### src/rtl/pc_fetch_unit_if.sv
// Fetch-side bundle of the PC unit: redirect sources, control and the fetch handshake.
// The master modport is the PC unit itself; the slave modport is the core/fetch side.
interface pc_fetch_unit_if #(
    parameter int unsigned XLEN  = 32,
    parameter int unsigned CNT_W = 32
);
    logic [1:0]       pc_src;
    logic [XLEN-1:0]  pc_target;
    logic [XLEN-1:0]  alu_result;
    logic             trap;
    logic [XLEN-1:0]  trap_vector;
    logic             instr_is16;
    logic             stall;
    logic             halt;
    logic             resume;
    logic             fetch_rdy;

    logic [XLEN-1:0]  pc;
    logic [XLEN-1:0]  pc_plus_len;
    logic             fetch_vld;
    logic             misalign_fault;
    logic [XLEN-1:0]  misalign_addr;
    logic [CNT_W-1:0] fetch_count;

    modport master (
        input  pc_src, pc_target, alu_result, trap, trap_vector, instr_is16,
               stall, halt, resume, fetch_rdy,
        output pc, pc_plus_len, fetch_vld, misalign_fault, misalign_addr, fetch_count
    );

    modport slave (
        output pc_src, pc_target, alu_result, trap, trap_vector, instr_is16,
               stall, halt, resume, fetch_rdy,
        input  pc, pc_plus_len, fetch_vld, misalign_fault, misalign_addr, fetch_count
    );
endinterface

### src/rtl/pc_fetch_unit.sv
// Program counter with prioritised next-PC select (trap > stall > redirect > sequential), halt/resume FSM, fetch counter.
// One-edge latency for all state; fetch_rdy low only holds sequential flow, redirects and traps still load.
module pc_fetch_unit #(
    parameter int unsigned     XLEN         = 32,
    parameter logic [XLEN-1:0] RESET_VECTOR = '0,
    parameter bit              COMPRESSED   = 1'b0,
    parameter int unsigned     CNT_W        = 32
) (
    input  logic            clk_i,
    input  logic            rst_ni,
    pc_fetch_unit_if.master bus
);
    typedef enum logic [1:0] {
        ST_BOOT   = 2'd0,
        ST_RUN    = 2'd1,
        ST_HALTED = 2'd2
    } state_e;

    state_e           state_q, state_d;
    logic [XLEN-1:0]  pc_q, pc_d;
    logic [XLEN-1:0]  misalign_addr_q, misalign_addr_d;
    logic             fetch_vld_q, fetch_vld_d;
    logic             fault_q, fault_d;
    logic [CNT_W-1:0] count_q, count_d;

    logic [XLEN-1:0]  step_len;
    logic [XLEN-1:0]  pc_plus_len;
    logic [XLEN-1:0]  trap_pc;
    logic [XLEN-1:0]  jalr_pc;
    logic [XLEN-1:0]  redirect_pc;
    logic             redirect;
    logic             misaligned;
    logic             accept;

    assign step_len    = (COMPRESSED && bus.instr_is16) ? XLEN'(2) : XLEN'(4);
    assign pc_plus_len = pc_q + step_len;
    assign trap_pc     = bus.trap_vector & ~XLEN'(3);
    assign jalr_pc     = bus.alu_result & ~XLEN'(1);
    assign redirect    = (bus.pc_src == 2'b01) || (bus.pc_src == 2'b10);
    assign redirect_pc = (bus.pc_src == 2'b01) ? bus.pc_target : jalr_pc;
    // Without compressed support only bit 1 can misalign; bit 0 is never set on a target.
    assign misaligned  = !COMPRESSED && redirect_pc[1];
    assign accept      = (state_q == ST_RUN) && fetch_vld_q && bus.fetch_rdy && !bus.stall;

    always_comb begin
        state_d         = state_q;
        pc_d            = pc_q;
        fault_d         = 1'b0;
        misalign_addr_d = misalign_addr_q;
        count_d         = accept ? count_q + CNT_W'(1) : count_q;

        unique case (state_q)
            ST_BOOT: begin
                state_d = ST_RUN;
            end
            ST_RUN: begin
                if (bus.trap) begin
                    pc_d = trap_pc;
                end else begin
                    if (!bus.stall) begin
                        if (redirect) begin
                            if (misaligned) begin
                                pc_d            = trap_pc;
                                fault_d         = 1'b1;
                                misalign_addr_d = redirect_pc;
                            end else begin
                                pc_d = redirect_pc;
                            end
                        end else if (bus.pc_src == 2'b00 && bus.fetch_rdy) begin
                            pc_d = pc_plus_len;
                        end
                    end
                    // The PC update of the halting edge still takes effect.
                    if (bus.halt) begin
                        state_d = ST_HALTED;
                    end
                end
            end
            ST_HALTED: begin
                if (bus.trap) begin
                    pc_d    = trap_pc;
                    state_d = ST_RUN;
                end else if (bus.resume) begin
                    state_d = ST_RUN;
                end
            end
            default: begin
                state_d = ST_BOOT;
            end
        endcase

        fetch_vld_d = (state_d == ST_RUN);
    end

    always_ff @(posedge clk_i or negedge rst_ni) begin
        if (!rst_ni) begin
            state_q         <= ST_BOOT;
            pc_q            <= RESET_VECTOR;
            fetch_vld_q     <= 1'b0;
            fault_q         <= 1'b0;
            misalign_addr_q <= '0;
            count_q         <= '0;
        end else begin
            state_q         <= state_d;
            pc_q            <= pc_d;
            fetch_vld_q     <= fetch_vld_d;
            fault_q         <= fault_d;
            misalign_addr_q <= misalign_addr_d;
            count_q         <= count_d;
        end
    end

    assign bus.pc             = pc_q;
    assign bus.pc_plus_len    = pc_plus_len;
    assign bus.fetch_vld      = fetch_vld_q;
    assign bus.misalign_fault = fault_q;
    assign bus.misalign_addr  = misalign_addr_q;
    assign bus.fetch_count    = count_q;
endmodule
### src/flat_wrapper.sv
// flat-port wrapper written by rule: the top's interface ports become plain ports
module pc_fetch_unit_flat 
#(
    parameter int unsigned     XLEN         = 32,
    parameter logic [XLEN-1:0] RESET_VECTOR = '0,
    parameter bit              COMPRESSED   = 1'b0,
    parameter int unsigned     CNT_W        = 32
)
  (clk_i, rst_ni, bus_pc_src, bus_pc_target, bus_alu_result, bus_trap, bus_trap_vector, bus_instr_is16, bus_stall, bus_halt, bus_resume, bus_fetch_rdy, bus_pc, bus_pc_plus_len, bus_fetch_vld, bus_misalign_fault, bus_misalign_addr, bus_fetch_count);
  pc_fetch_unit_if #(.XLEN(XLEN), .CNT_W(CNT_W)) bus_i ();
  input  logic clk_i;
  input  logic rst_ni;
  input wire logic [$bits(bus_i.pc_src)-1:0] bus_pc_src;
  input wire logic [$bits(bus_i.pc_target)-1:0] bus_pc_target;
  input wire logic [$bits(bus_i.alu_result)-1:0] bus_alu_result;
  input wire logic [$bits(bus_i.trap)-1:0] bus_trap;
  input wire logic [$bits(bus_i.trap_vector)-1:0] bus_trap_vector;
  input wire logic [$bits(bus_i.instr_is16)-1:0] bus_instr_is16;
  input wire logic [$bits(bus_i.stall)-1:0] bus_stall;
  input wire logic [$bits(bus_i.halt)-1:0] bus_halt;
  input wire logic [$bits(bus_i.resume)-1:0] bus_resume;
  input wire logic [$bits(bus_i.fetch_rdy)-1:0] bus_fetch_rdy;
  output wire logic [$bits(bus_i.pc)-1:0] bus_pc;
  output wire logic [$bits(bus_i.pc_plus_len)-1:0] bus_pc_plus_len;
  output wire logic [$bits(bus_i.fetch_vld)-1:0] bus_fetch_vld;
  output wire logic [$bits(bus_i.misalign_fault)-1:0] bus_misalign_fault;
  output wire logic [$bits(bus_i.misalign_addr)-1:0] bus_misalign_addr;
  output wire logic [$bits(bus_i.fetch_count)-1:0] bus_fetch_count;
  assign bus_i.pc_src = bus_pc_src;
  assign bus_i.pc_target = bus_pc_target;
  assign bus_i.alu_result = bus_alu_result;
  assign bus_i.trap = bus_trap;
  assign bus_i.trap_vector = bus_trap_vector;
  assign bus_i.instr_is16 = bus_instr_is16;
  assign bus_i.stall = bus_stall;
  assign bus_i.halt = bus_halt;
  assign bus_i.resume = bus_resume;
  assign bus_i.fetch_rdy = bus_fetch_rdy;
  assign bus_pc = bus_i.pc;
  assign bus_pc_plus_len = bus_i.pc_plus_len;
  assign bus_fetch_vld = bus_i.fetch_vld;
  assign bus_misalign_fault = bus_i.misalign_fault;
  assign bus_misalign_addr = bus_i.misalign_addr;
  assign bus_fetch_count = bus_i.fetch_count;
  pc_fetch_unit #(.XLEN(XLEN), .RESET_VECTOR(RESET_VECTOR), .COMPRESSED(COMPRESSED), .CNT_W(CNT_W)) u_core (.clk_i(clk_i), .rst_ni(rst_ni), .bus(bus_i));
endmodule
### config.mk
export PLATFORM = sky130hd
export DESIGN_NAME = pc_fetch_unit_flat
export DESIGN_NICKNAME = d
export VERILOG_FILES = /design/src/rtl/pc_fetch_unit_if.sv /design/src/rtl/pc_fetch_unit.sv /design/src/flat_wrapper.sv
export SDC_FILE = /design/constraint.sdc
export NUM_CORES = 1
export LEC_CHECK = 0
export ABC_AREA = 1
export CORE_MARGIN = 4
export CORE_UTILIZATION = 30
export DETAILED_ROUTE_END_ITERATION = 8
export REMOVE_ABC_BUFFERS = 1
export SLEW_MARGIN = 20
export SYNTH_ARGS = -nofsm -noshare
export SYNTH_HDL_FRONTEND = slang
export SYNTH_SLANG_ARGS = --single-unit
### constraint.sdc
create_clock -name clk_i -period 2.2 [get_ports clk_i]
set_input_delay 0.22 -clock clk_i [delete_from_list [all_inputs] [get_ports clk_i]]
set_output_delay 0.22 -clock clk_i [all_outputs]
set_load 0.01 [all_outputs]
==> flow_summary.toml, run 1 <==
[min_path]
hold_path_class = "in2reg"
hold_start = "bus_pc_target[30]"

[logic_synthesis]
synth_cells = 1027
synth-seq-area-share_pct = 36.1
ys_ff_latch = 99
synth_area_mm2 = 0.00687
avgSynthCellArea_um2 = 6.69
yosys_warnings = 0
synth.distinct_cells = 45

[global_routing]
grt_pass1_vias = 7514
grt_max_degree = 100
grt-ovfl-total = 0
grt_pass1_wl_um = 41100
grt_antenna_before_repair = 1
track_usage_pct = 20.5

[routing]
drtIter0Drc = 415
viasPerCell = 4.74
dr.pass1.iters = 5
routed_wl_um = 26300
drc = 0
routedWlPerCell_um = 16.5
route.vias.total = 7560
ant_nets = 0

[layout]
diodes = 0
drive_above_1_share_pct = 14.0
final_nets = 1419
area_growth_pct = 51.6

[floorplanning]
std_cell_rows = 55
die_h_um = 159
dieArea_mm2 = 0.0254
pin_count = 236
start_util_pct = 30.4
core_area_mm2 = 0.0226
die_x_um = 159

[placed_design]
dp_hpwl_um = 20000
io_buffers = 229
place_congestion = 0.874
pre_cts_slack_ps = -44.7

[setup_path]
critPathLaunch = "u_core.bus.pc[2]"
startpoint_type = "flip-flop"
critPathArrivalTime_ps = 1940
end_kind = "output pin"
cp.required_ps = 1980
critPathMaxFanout = 3
path_class = "reg2out"
r2r_start = "u_core.bus.pc[2]"

[clock_tree]
numCtsBuffers = 9
clk_latency_ps = 360
clk_pin_slew_ps = 80
cts_tree = "done"
clockBufferDepth = 2
cts_sinks = 99
root_buffer = "clkbuf_16"
cts_htree_levels = 3

[sta]
slew_headroom_pct = 60.7
finalMaxSlewViolations = 0
fmax_mhz = 462
finClkSkew_ps = 10.1
rsz0062_at_grt = "true"
tightest_slew_ps = 588
finalHoldViolCount = 0
min_period_ps = 2160
setup_slack_ps = 37.6
fin_crit_sh_pct = 98.3
fin_tns_setup_ps = 0
whs_ps = 450
final-setup-viol-count = 0

[power]
powerDensity_mw_per_mm2 = 1120
peakVddDrop_uv = 523
power.leakage_nw = 4.87

[flow_run]
cap_violations = 0

[run_status]
outcome = "completed"
layout make-up:
cell class              count  area, um^2
clock buffers              10         239
clock inverters             6        81.3
fillers                  2359       12200
inverters                 104         390
multi-input cells         786        3930
flip-flops and latches     99        2480
well taps                 285         357
repair buffers            305        2930
final timing paths:
| check | cells after the start | end | slack [ps] |
|---|---|---|---|
| worst max-delay path | 11 | bus_pc_plus_len[18] | 40 |
| min in group asynchronous | 3 | u_core.bus.fetch_count[29] | 470 |
| worst max register to register | 13 | u_core.bus.pc[7] | 290 |
| worst min-delay path | 3 | u_core.bus.misalign_addr[30] | 450 |
| max in group asynchronous | 3 | u_core.bus.pc[20] | 1230 |
| worst min register to register | 1 | u_core.bus.misalign_addr[1] | 490 |
critical path, cell delays in order (launching register included):
cell and delay, ps:
dfrtp_1 370, buf_4 130, ha_4 140, nand2_2 70, nor2_4 110, nand2_4 80, nor2_4 130, buf_6 120
buf_4 110, xnor2_2 110, inv_1 80, buf_2 140
per-layer routing:
| layer | global-route usage [%] | vias up | wire [um] |
|---|---|---|---|
| met5 | 0 | - | 13 |
| met4 | 5.72 | 2 | 547 |
| met3 | 6.24 | 34 | 2050 |
| met2 | 34.6 | 250 | 12400 |
| met1 | 25.4 | 3484 | 11200 |
| li1 | - | 3790 | - |
cells by family (layout without fill, tap and decap cells):
| group | after synthesis | in the layout | synth area share (%) |
|---|---|---|---|
| xor gates and xnor gates | 38 | 38 | 5.17 |
| and+or+nand+nor | 624 | 624 | 39.0 |
| buffers and inverters | 143 | 425 | 8.84 |
| AOI/OAI and AO/OA | 113 | 113 | 9.27 |
| DFF | 99 | 99 | 36.1 |
| other | 1 | 2 | 0.0546 |
| adders and majority gates | 8 | 8 | 1.46 |
| muxes | 1 | 1 | 0.146 |
cell usage in the layout (no fill, tap or decap), types with 4 or more instances in the layout:
master           synthesis  final
clkbuf_16                0      9
clkdlybuf4s50_1          0    200
a21oi_1                 32     32
a31oi_1                 26     26
and2_1                   6      6
o21ai_1                  5      5
inv_2                   10     10
o211ai_1                 7      7
buf_6                    2      5
o21ai_0                 35     34
nor3_1                  11     11
xor2_1                  30     29
nand2_2                  6     10
nor2_4                   6     12
inv_1                   93     93
dfrtp_2                  0      6
nand3b_1                 6      6
nor2_1                 115    104
nand2_1                376    370
dfrtp_1                 99     93
nand3_1                 62     60
clkbuf_2                 0      8
xor2_2                   3      4
buf_4                    8     64
nor2_2                   8     13
ha_1                     8      7
dlygate4sd2_1            0     11
nand4_1                 10     10
or2_2                    8      8
buf_12                   0      9
power breakdown:
group          switching, mW  total, mW  internal, mW
clock                  0.811       1.75         0.938
combinational           3.46       6.69          3.23
sequential             0.679       3.22          2.54
per-stage QoR:
step	instance area, um^2	power (mW)	util [%]	cells
after CTS	10300	11.5	45.5	1585
after global routing	10400	12.6	46.1	1595
final	10400	11.7	46.1	1595
after floorplan	6650	6.04	-	989
after global placement	9760	9.65	43.2	1549
after detailed placement	9760	9.67	43.2	1549
synthesized netlist by cell type, drive strengths merged:
cell / n / area, um^2
o21ai: 40 / 200
a31oi: 26 / 163
nand3b: 6 / 45.0
inv: 103 / 387
a21oi: 32 / 160
nand3: 62 / 310
nor2: 130 / 569
dfrtp: 99 / 2480
o31ai: 1 / 7.51
ha: 8 / 100
xnor2: 5 / 43.8
o211ai: 7 / 52.6
clkbuf: 8 / 30.0
and2: 6 / 37.5
xor2: 33 / 312
o2111ai: 2 / 17.5
o22ai: 2 / 12.5
mux2i: 1 / 10.0
nand2: 383 / 1460
a32oi: 1 / 8.76
or2: 10 / 62.6
clkinv: 1 / 3.75
buf: 31 / 186
conb: 1 / 3.75
nand4: 13 / 109
nor3b: 1 / 7.51
o21bai: 1 / 7.51
a21boi: 1 / 7.51
nor3: 13 / 75.1
repair_timing:
item,in CTS,in global routing
gates resized for setup,61,44
setup endpoints to repair,26,17
buffers inserted,19,10
hold buffers,1,0
endpoints found under the hold margin,99,0
pin swaps,9,10
state kept, by name, indices dropped and copies added (netlist names):
signal,flops
u_core.bus.pc,31
u_core.state_q,2
u_core.bus.fetch_vld,1
u_core.bus.misalign_fault,1
u_core.bus.fetch_count,32
u_core.bus.misalign_addr,32
Note: power is estimated with default switching activity, not from simulation.
==> run 2, diff against run 1 <==
ABC_AREA = not set   (was 1)
==> flow_summary.toml, run 2 <==
[setup_path]
end_kind = "flip-flop"
cp.required_ps = 2440
startpoint_type = "flip-flop"
critPathArrivalTime_ps = 2390
slowest_stage = "dfrtp_1"
ff2ff_path_depth = 7
path_class = "reg2reg"
critPathMaxFanout = 7
reg2reg_slack_ps = 50
cp_cell_sequence = "inv_2, ha_4, or3b_4, a2bb2oi_4, buf_4, a32o_1, a221o_1"
cpPeakStageDelay_ps = 410
r2r_start = "u_core.state_q[1]"
r2r-end = "u_core.bus.pc[9]"
path_buf_inv = 2
critical_path.top_delay_family = "compound AO/OA/AOI/OAI gates"

[clock_tree]
cts_htree_levels = 3
numCtsBuffers = 9
clockBufferDepth = 2
root_buffer = "clkbuf_16"
cts_sinks = 99
cts_tree = "done"
clk_latency_ps = 360
clk_pin_slew_ps = 70

[routing]
routed_wl_um = 22300
dr.pass1.iters = 5
drc = 0
viasPerCell = 4.94
route.vias.total = 6189
drtIter0Drc = 232
routedWlPerCell_um = 17.8
ant_nets = 0

[run_status]
outcome = "completed"

[layout]
final_common_cell = "clkdlybuf4s50_1"
drive_above_1_share_pct = 22.6
final_cell_area_mm2 = 0.00989
final_nets = 1098
diodes = 0
finalNonFillerCells = 1254
area_growth_pct = 66.3
mostFrequentLayoutCells = "clkdlybuf4s50_1, buf_4, dfrtp_1"
fillers = 1881

[global_routing]
grt_pass1_wl_um = 34200
grt_antenna_before_repair = 0
track_usage_pct = 19.7
grt_use_met3_pct = 4.53
grt-ovfl-total = 0
grt_max_degree = 59
use_met2_pct = 33.6
grt-busiest-layer = "met2"
grtUsageMet1_pct = 24.9
grt_pass1_vias = 6353

[sta]
final-setup-viol-count = 0
slew_headroom_pct = 53.3
min_period_ps = 2150
finalHoldViolCount = 0
tightest_slew_ps = 700
fmax_mhz = 464
fin_crit_sh_pct = 97.9
whs_ps = 276
finClkSkew_ps = 12.2
rsz0062_at_grt = "true"
finalMaxSlewViolations = 0

[logic_synthesis]
yosysTopAreaCellShare_pct = 41.6
synth.distinct_cells = 69
ys_ff_latch = 99
avgSynthCellArea_um2 = 9.06
synth-simple-area-share_pct = 19.4
synth_most_common_cell = "dfrtp_1"
synth_top_family_by_area = "simple AND/OR/NAND/NOR gates"
synth-edff-count = 0
synthMuxAreaShare_pct = 6.48
synth_top_area_cell = "dfrtp_1"
synth-seq-area-share_pct = 41.6
synthFlopType = "dfrtp_1"
ys_async_sr_fraction_pct = 100
synth_compound_area_share_pct = 17.5
synth_xor_area_share_pct = 8.69
netlist_top_cells_count = "dfrtp_1, nand2_1, nor2_1, o21ai_0, xnor2_1"
yosys_warnings = 0
synthAdderAreaFrac_pct = 1.68
synth_cells = 657
synth_area_leaders = "dfrtp_1, mux2i_1, nand2_1"
synth_area_mm2 = 0.00595

[flow_run]
cap_violations = 0

[placed_design]
post-place-cells = 1226
place_congestion = 0.840
dp_hpwl_um = 17200
io_buffers = 229
placed_area_mm2 = 0.00932

[power]
powerDensity_mw_per_mm2 = 1170
peakVddDrop_uv = 576
power.leakage_nw = 4.32

[floorplanning]
core_area_mm2 = 0.0195
die_x_um = 149
dieArea_mm2 = 0.0221
die_h_um = 149
pin_count = 236
std_cell_rows = 51
start_util_pct = 30.6

[min_path]
hold_path_class = "in2async"
-- run 2: cell types whose count changed in the layout (fill, tap and decap cells not counted), sizes merged, moves of 12 or more --
cell | previous run | this run
a21oi | 32 | 20
a31oi | 26 | 13
mux2i | 1 | 34
buf | 80 | 134
nor2 | 130 | 60
xnor2 | 5 | 35
o21ai | 40 | 54
inv | 105 | 21
nand2 | 383 | 84
nand3 | 62 | 26
-- run 2: cells by family (layout without fill, tap and decap cells) --
kind of cell,Yosys count,after routing
AO/OA/AOI/OAI,156,156
XOR/XNOR,59,59
adder cells (fa/ha/maj),8,8
buffers and inverters,62,393
flip-flops,99,99
multiplexers,38,38
other,1,2
AND/OR/NAND/NOR,234,234
-- run 2: cell type report --
cell class | count | area, um^2 | share of cell area (%)
repair buffers | 355 | 3220 | 32.5
well taps | 265 | 332 | 3.35
inverters | 22 | 82.6 | 0.835
clock inverters | 6 | 90.1 | 0.911
flip-flops and latches | 99 | 2480 | 25.1
clock buffers | 10 | 229 | 2.31
multi-input cells | 497 | 3460 | 35.0
-- run 2: stage by stage --
stage               setup TNS (ps)  power (mW)  worst slack (ps)  util [%]
global placement            -13810        9.48              -310      47.9
CTS                          -43.7        11.3             -38.1      50.0
floorplan                  -135510        5.54             -2620         -
detailed placement          -14930        9.51              -326      47.9
global route                  -236        12.3             -38.4      50.8
finish                           0        11.6              46.2      50.8
-- run 2: worst max-delay path by stage --
stage | startpoint | end | slack (ps) | cells past startpoint
global placement | bus_pc_src[0] | u_core.bus.misalign_addr[3] | -310 | 7
CTS | u_core.bus.pc[11] | bus_pc_plus_len[31] | -40 | 6
floorplan | bus_pc_src[1] | u_core.bus.misalign_addr[3] | -2620 | 5
detailed placement | bus_pc_src[0] | u_core.bus.misalign_addr[20] | -330 | 8
finish | u_core.state_q[1] | u_core.bus.pc[9] | 50 | 7
global route | u_core.state_q[1] | u_core.bus.fetch_count[28] | -40 | 8
-- run 2: metal layers --
layer,share of wire (%),vias to the layer above
met4,1.9,0
met5,0,-
met1,43,2941
met2,49,211
li1,-,3007
met3,6.8,30
-- run 2: power by group --
part           internal [mW]  total (mW)  switching [mW]
logic                   3.64        6.89            3.25
registers               2.45        2.93           0.481
clock network           1.00        1.74           0.743
-- run 2: worst reg2reg max path, cell delays in order, from the launching register on --
cell       delay [ps]
dfrtp_1           410
inv_2              80
ha_4              270
or3b_4            400
a2bb2oi_4         220
buf_4             190
a32o_1            210
a221o_1           260
-- run 2: what timing repair did --
item	4_1_cts	5_1_grt
hold endpoints to repair	14	0
pin swaps	2	10
hold buffers	1	0
gates resized for setup	81	61
buffers inserted	1	9
gates cloned	0	1
endpoints found under the setup margin	43	75
==> run 3, diff against run 2 <==
CORE_ASPECT_RATIO = 1.1   (was not set)
SKIP_CTS_REPAIR_TIMING = 1   (was not set)
==> flow_summary.toml, run 3 (synthesis results as in run 2) <==
[run_status]
outcome = "completed"

[layout]
fillers = 1853
mostFrequentLayoutCells = "clkdlybuf4s50_1, buf_4, dfrtp_1"
area_growth_pct = 66.7
post-route-util_pct = 51.4
finalNonFillerCells = 1230
final_common_cell = "clkdlybuf4s50_1"
drive_above_1_share_pct = 21.3
final_nets = 1092

[placed_design]
post-place-cells = 1204
dp_hpwl_um = 17300
place_congestion = 0.858
io_buffers = 229

[routing]
routedWlPerCell_um = 18.1
drtIter0Drc = 274
ant_nets = 0
drc = 0
routed_wl_um = 22300
dr.pass1.iters = 4
route.vias.total = 6111
viasPerCell = 4.97

[floorplanning]
die_h_um = 156
die_x_um = 142
core_area_mm2 = 0.0193
dieArea_mm2 = 0.0222
start_util_pct = 30.8
pin_count = 236
std_cell_rows = 53

[setup_path]
end_kind = "output pin"
r2r-end = "u_core.bus.pc[31]"
path_class = "reg2out"
startpoint_type = "flip-flop"
ff2ff_path_depth = 7
critPathMaxFanout = 4
critPathArrivalTime_ps = 1960
reg2reg_slack_ps = 60
cp.required_ps = 1980
r2r_start = "u_core.state_q[0]"

[global_routing]
track_usage_pct = 19.3
grt_antenna_before_repair = 0
grt_pass1_wl_um = 33500
grt_max_degree = 48
grt-ovfl-total = 0
grt_pass1_vias = 6081

[clock_tree]
root_buffer = "clkbuf_16"
clk_pin_slew_ps = 70
cts_sinks = 99
cts_tree = "done"
cts_htree_levels = 3
clockBufferDepth = 2
numCtsBuffers = 9
clk_latency_ps = 350

[power]
combPwrFrac_pct = 60.7
netSwitchingPower_mw = 4.49
design_power_total_mw = 11.6
powerDensity_mw_per_mm2 = 1170
power.leakage_nw = 4.41
internal_power_mw = 7.09
clock_power_share_pct = 14.2
sw_frac_of_total_pct = 38.8
peakVddDrop_uv = 505
seqPwrFrac_pct = 25.1

[sta]
fin_crit_sh_pct = 99.2
finalHoldViolCount = 0
rsz0062_at_grt = "true"
final-setup-viol-count = 0
finClkSkew_ps = 11.2
whs_ps = 370
finalMaxSlewViolations = 0
min_period_ps = 2180
fmax_mhz = 458

[min_path]
hold_path_class = "in2async"

[flow_run]
cap_violations = 0
[run 3: power groups by stage]
stage	registers [mW]	logic (mW)	clock network [mW]
floorplan	3.32	2.21	0
global placement	2.91	6.61	0
detailed placement	2.91	6.67	0
CTS	2.89	6.70	1.69
global route	3.00	7.56	1.76
finish	2.91	7.02	1.64
[run 3: layout make-up]
type | count | area [um^2] | share of cell area [%]
multi-input combinational | 497 | 3440 | 34.7
timing repair buffer | 349 | 3310 | 33.4
sequential | 99 | 2480 | 25.0
tap | 247 | 309 | 3.12
clock buffer | 11 | 243 | 2.45
inverter | 22 | 82.6 | 0.833
clock inverter | 4 | 51.3 | 0.517
antenna | 1 | 2.50 | 0.0252
[run 3: metrics by stage]
step           cell area [um^2]  TNS, ps  worst slack [ps]
2_1_floorplan              5770  -135510             -2620
3_3_place_gp               9310    -9640              -242
3_5_place_dp               9310   -10880              -308
4_1_cts                    9610    -9280              -501
5_1_grt                    9920     -348             -66.6
6_report                   9920        0              17.5
[run 3: metal layers]
metal  global-route usage, %  vias to the layer above  share of wire (%)  wire, um
li1                        -                     2997                  -         -
met1                    24.8                     2895                 42      9460
met2                    32.2                      199                 49     10800
met3                    4.32                       20                7.2      1600
met4                    6.26                        0                1.8       403
met5                       0                        -                  0         0
[run 3: worst max path at each step]
stage	start	slack (ps)	cells past startpoint	endpoint
2_1_floorplan	bus_pc_src[1]	-2620	5	u_core.bus.misalign_addr[3]
3_3_place_gp	bus_pc_src[0]	-240	8	u_core.bus.misalign_addr[24]
3_5_place_dp	bus_pc_src[0]	-310	7	u_core.bus.misalign_addr[31]
4_1_cts	u_core.bus.pc[2]	-500	8	bus_pc_plus_len[30]
5_1_grt	u_core.bus.pc[2]	-70	7	bus_pc_plus_len[31]
6_report	u_core.bus.pc[5]	20	7	bus_pc_plus_len[31]
[run 3: critical path, stage by stage, from the launching register on]
cell and delay (ps):
dfrtp_1 390, nand3_2 150, nor3_2 280, buf_4 150
and2_4 150, nand3_1 130, xnor2_1 190, dlymetal6s2s_1 180
